==> src/rtl/team_06_esp_tx_framer.sv <==
// ESP transmit framer: buffers one message, then emits header, length,
// payload and checksum bytes to the serializer with a cs-low gap after.
module team_06_esp_tx_framer #(
  parameter int         BYTE_CYCLES = 8,
  parameter int         GAP_CYCLES  = 4,
  parameter int         DEPTH       = 16,
  parameter logic [7:0] HEADER      = 8'hA5
) (
  input  logic       clk,
  input  logic       rst,
  input  logic [7:0] data_in,
  input  logic       data_valid,
  input  logic       data_last,
  output logic       data_ready,
  output logic [7:0] parallel_out,
  output logic       cs_out,
  output logic       frame_done
);

  localparam int AW = $clog2(DEPTH);
  localparam int TW = 16;

  typedef enum logic [2:0] {
    S_IDLE, S_FILL, S_HDR, S_LEN,
    S_PAY, S_CSUM, S_GAP
  } state_e;

  state_e state_q, state_d;
  logic [7:0] wr_q, wr_d;
  logic [7:0] n_q, n_d;
  logic [7:0] rd_q, rd_d;
  logic [7:0] sum_q, sum_d;
  logic [TW-1:0] tmr_q, tmr_d;
  logic [7:0] pout_q, pout_d;
  logic cs_q, cs_d;
  logic [7:0] mem_q [DEPTH];

  logic acc, wrap, last, in_frame;
  logic [7:0] cnt_inc, acc_sum;

  assign data_ready = !rst &&
    (state_q == S_IDLE || state_q == S_FILL);
  assign frame_done = !rst && state_q == S_GAP &&
    tmr_q == TW'(GAP_CYCLES);
  assign parallel_out = pout_q;
  assign cs_out = cs_q;

  always_comb begin
    acc = data_valid & data_ready;
    wrap = tmr_q == TW'(BYTE_CYCLES - 1);
    in_frame = state_q == S_HDR || state_q == S_LEN ||
      state_q == S_PAY || state_q == S_CSUM;
    cnt_inc = wr_q + 8'd1;
    // the DEPTH-th byte closes the message even without data_last
    last = data_last | (cnt_inc == 8'(DEPTH));
    acc_sum = (state_q == S_IDLE ? 8'h00 : sum_q) + data_in;
    state_d = state_q;
    wr_d = wr_q;
    n_d = n_q;
    rd_d = rd_q;
    sum_d = sum_q;
    tmr_d = tmr_q + TW'(1);
    cs_d = in_frame;
    pout_d = in_frame ? pout_q : 8'h00;
    unique case (state_q)
      S_IDLE, S_FILL: begin
        tmr_d = '0;
        if (acc) begin
          wr_d = cnt_inc;
          sum_d = acc_sum;
          state_d = S_FILL;
          if (last) begin
            state_d = S_HDR;
            n_d = cnt_inc;
            sum_d = acc_sum + cnt_inc;
            rd_d = 8'd0;
          end
        end
      end
      S_HDR: begin
        if (tmr_q == '0) pout_d = HEADER;
        if (wrap) begin
          state_d = S_LEN;
          tmr_d = '0;
        end
      end
      S_LEN: begin
        if (tmr_q == '0) pout_d = n_q;
        if (wrap) begin
          state_d = S_PAY;
          tmr_d = '0;
        end
      end
      S_PAY: begin
        if (tmr_q == '0) pout_d = mem_q[rd_q[AW-1:0]];
        if (wrap) begin
          tmr_d = '0;
          if (rd_q == n_q - 8'd1) state_d = S_CSUM;
          else rd_d = rd_q + 8'd1;
        end
      end
      S_CSUM: begin
        if (tmr_q == '0) pout_d = sum_q;
        if (wrap) begin
          state_d = S_GAP;
          tmr_d = '0;
        end
      end
      S_GAP: begin
        wr_d = 8'd0;
        if (tmr_q == TW'(GAP_CYCLES)) state_d = S_IDLE;
      end
      default: state_d = S_IDLE;
    endcase
  end

  always_ff @(posedge clk) begin
    if (rst) begin
      state_q <= S_IDLE;
      wr_q <= 8'd0;
      n_q <= 8'd0;
      rd_q <= 8'd0;
      sum_q <= 8'd0;
      tmr_q <= '0;
      pout_q <= 8'h00;
      cs_q <= 1'b0;
    end else begin
      state_q <= state_d;
      wr_q <= wr_d;
      n_q <= n_d;
      rd_q <= rd_d;
      sum_q <= sum_d;
      tmr_q <= tmr_d;
      pout_q <= pout_d;
      cs_q <= cs_d;
    end
  end

  always_ff @(posedge clk) begin
    if (acc) mem_q[wr_q[AW-1:0]] <= data_in;
  end

endmodule
==> config.mk <==
export PLATFORM = sky130hd
export DESIGN_NAME = team_06_esp_tx_framer
export DESIGN_NICKNAME = d
export VERILOG_FILES = /design/src/rtl/team_06_esp_tx_framer.sv
export SDC_FILE = /design/constraint.sdc
export NUM_CORES = 1
export LEC_CHECK = 0
export CAP_MARGIN = 0
export CORE_AREA = 2 2 144 217
export DETAILED_ROUTE_END_ITERATION = 12
export DIE_AREA = 0 0 146 219
export GPL_TIMING_DRIVEN = 0
export PLACE_DENSITY = 0.46
export SETUP_SLACK_MARGIN = 0.5
export SKIP_LAST_GASP = 1
export SLEW_MARGIN = 20
export SYNTH_ARGS = -nofsm -noshare
export SYNTH_HDL_FRONTEND = slang
export SYNTH_SLANG_ARGS = --single-unit
==> constraint.sdc <==
create_clock -name clk -period 3.7 [get_ports clk]
set_input_delay 0.37 -clock clk [delete_from_list [all_inputs] [get_ports clk]]
set_output_delay 0.37 -clock clk [all_outputs]
set_load 0.005 [all_outputs]
==> impl_metrics.ini <==
[outcome]
status = finished, final reports clean

[synthesis]
postSynthCellCount = 690
syn-cell-area_mm2 = 0.00895
yosysSeqAreaShare = 0.573
async_reset_ff_frac = 0
ys.flop_type = edfxtp_1
synth.most_common_cell = edfxtp_1
synth_edf_count = 128
syn_avg_cell_area_um2 = 13.0
yosysTopAreaCellShare = 0.430
synth_top_area_cell = edfxtp_1
synthTopCellsByCount = edfxtp_1, nor2_1, dfxtp_1
ys_ff_latch = 192
syn_nets = 730
synth_cell_type_count = 63
synth.top_cells.by_area = edfxtp_1, dfxtp_1, mux4_2, ha_1, nor2_1
yosysWarnings = 0

[detailed_routing]
vias = 5905
dr.pass1.iters = 5
post_drt_wl_per_cell_um = 20.1
wl_um = 23200
route.detailed.drc = 0
drt_iter0_markers = 452
viasPerCell = 5.09
ant_nets = 0

[worst_hold_path]
worstHoldPathCells = 2
hp-class = flip-flop to flip-flop
hold_start = sum_q[7]$_SDFFE_PP0P_

[timing]
slew_viol_final = 0
hold_viol_final = 0
worst_pin_slew_ps = 844
timing.final.crit_period_ps = 3360
finalCritPeriodShare = 0.909
relSlewSlack = 0.433
finalWorstSetupSlack_ps = 337
max_freq_mhz = 297
final-setup-viol-count = 0
rsz0062_at_grt = true
worst_clock_skew_ps = 11.0
tns_ps = 0

[place]
io_buffer_count = 21
globalplace.congestion = 0.829
dp_cells = 1114
hpwl_um = 17000
dp_slack_ps = -462

[cts]
path_clk_slew_ps = 70
postCtsHoldBufs = 0
cts.sinks = 192
cts_root_buf = clkbuf_16
numCtsBuffers = 17
clk_path_buf_depth = 2
htreeDepth = 4
clkLatencyLatePin_ps = 440
cts_tree = done

[floorplan]
rows = 78
die_h_um = 219
core_area_mm2 = 0.0301
die_area_mm2 = 0.0320
fp.dieW_um = 146
ioPinCount = 23
initial_core_util = 0.298

[grt]
grt_pass1_vias = 6090
grt_use_total = 0.148
grt_antenna_before_repair = 0
overflow = 0
grt_max_degree = 19
grt_pass1_wl_um = 35900

[final_layout]
area_delta_synth_final_pct = 18.9
fillers = 3001
layout.nets = 786
final_cells = 1159
drive_above_1_share = 0.194
diodes = 0

[critical_path]
cp_max_fo = 3
path_class = flip-flop to flip-flop
start_kind = flip-flop
crit_arrival_ps = 3670
endpoint_kind = flip-flop
startpoint = state_q[2]$_SDFFE_PP0P_
ff2ff_path_depth = 18
reg2reg_from = state_q[2]$_SDFFE_PP0P_
required_ps = 4000

[power]
leakage_nw = 3.46
power.total_mw = 6.15
vdd_drop_max_uv = 305
power.density_mw_per_mm2 = 578

[job]
maxCapViolations = 0
## per-layer routing
| layer | vias to the layer above | track usage | share of wire |
|---|---|---|---|
| met5 | - | 0 | 0 |
| met4 | 0 | 0.0524 | 0.021 |
| met3 | 28 | 0.0216 | 0.023 |
| met2 | 108 | 0.297 | 0.57 |
| met1 | 3029 | 0.156 | 0.39 |
| li1 | 2740 | - | - |
## layout by cell type (no fill, tap or decap), types with 6 or more instances in the layout
master	Yosys	routed
clkbuf_16	0	17
nor2_4	0	13
edfxtp_1	128	128
and3_1	8	8
o21ai_0	21	19
nand3_1	19	18
a21oi_1	27	26
xor2_1	16	16
o31ai_1	6	6
nand4_1	7	7
mux4_2	40	40
inv_1	20	20
nor2_1	70	54
buf_4	0	14
a31oi_1	7	7
dfxtp_1	64	61
mux2i_1	10	10
ha_1	26	23
o21ai_1	8	9
nor3_1	25	20
clkbuf_1	15	15
nor2b_1	15	12
o211ai_1	10	10
a211oi_1	8	7
nand2_1	27	26
xnor2_1	23	22
buf_6	5	7
clkdlybuf4s50_1	0	18
buf_1	6	6
## area by class of cell
type | instances | area [um2] | share of cell area
Buffer | 32 | 173 | 0.0162
Clock buffer | 18 | 429 | 0.0403
Clock inverter | 14 | 178 | 0.0167
Inverter | 21 | 78.8 | 0.00741
Multi-Input combinational cell | 445 | 3800 | 0.357
Sequential cell | 192 | 5130 | 0.482
Tap cell | 400 | 500 | 0.0470
Timing Repair Buffer | 37 | 350 | 0.0329
## what timing repair did
| item | in CTS | in global routing |
|---|---|---|
| setup buffers | 8 | 5 |
| gates resized for setup | 45 | 15 |
| pin swaps | 14 | 15 |
| setup endpoints to repair | 129 | 128 |
## state kept, by name, indices dropped and copies added (netlist names), named ones only
register	cells
cs_out	1
mem_q	128
n_q	8
parallel_out	8
rd_q	8
state_q	3
sum_q	8
tmr_q	16
wr_q	8
## per-stage QoR
step | util | hold WS (ps) | cell area [um2]
final | 0.354 | 479 | 10600
after detailed placement | 0.323 | 478 | 9720
after global placement | 0.322 | 459 | 9680
after CTS | 0.351 | 469 | 10600
after global routing | 0.354 | 511 | 10600
after floorplan | - | 437 | 8960
## worst max-delay path: stages (launching register included)
cell and delay [ps]:
dfxtp_2 330, buf_6 120, nor3_4 160, nor2b_2 90
ha_2 190, fa_2 340, a21o_1 170, a21oi_2 200
o21bai_1 90, a21oi_1 160, xnor2_1 130, ha_2 370
nor2_2 50, nor2_2 130, o41ai_4 90, xnor2_1 220
nand2_1 110, xnor3_1 210, o21ai_1 60
## final timing paths
check	endpoint	slack, ps
worst min register to register	sum_q[7]$_SDFFE_PP0P_	480
worst max register to register	sum_q[7]$_SDFFE_PP0P_	340
worst max-delay path	sum_q[7]$_SDFFE_PP0P_	340
worst min-delay path	sum_q[7]$_SDFFE_PP0P_	480
## kinds of logic after synthesis
family | Yosys count | synth area share
buffers and inverters | 53 | 0.0273
adder cells (fa/ha/maj) | 28 | 0.0408
AO/OA/AOI/OAI | 121 | 0.0891
multiplexers | 50 | 0.112
flip-flops | 192 | 0.573
XOR/XNOR | 41 | 0.0434
AND/OR/NAND/NOR | 205 | 0.115
## power breakdown
part,switching [mW],total (mW),internal (mW)
clock,0.880,1.90,1.02
sequential,0.0783,2.45,2.37
combinational,1.03,1.80,0.770
Power figures use the tool's default switching activity.
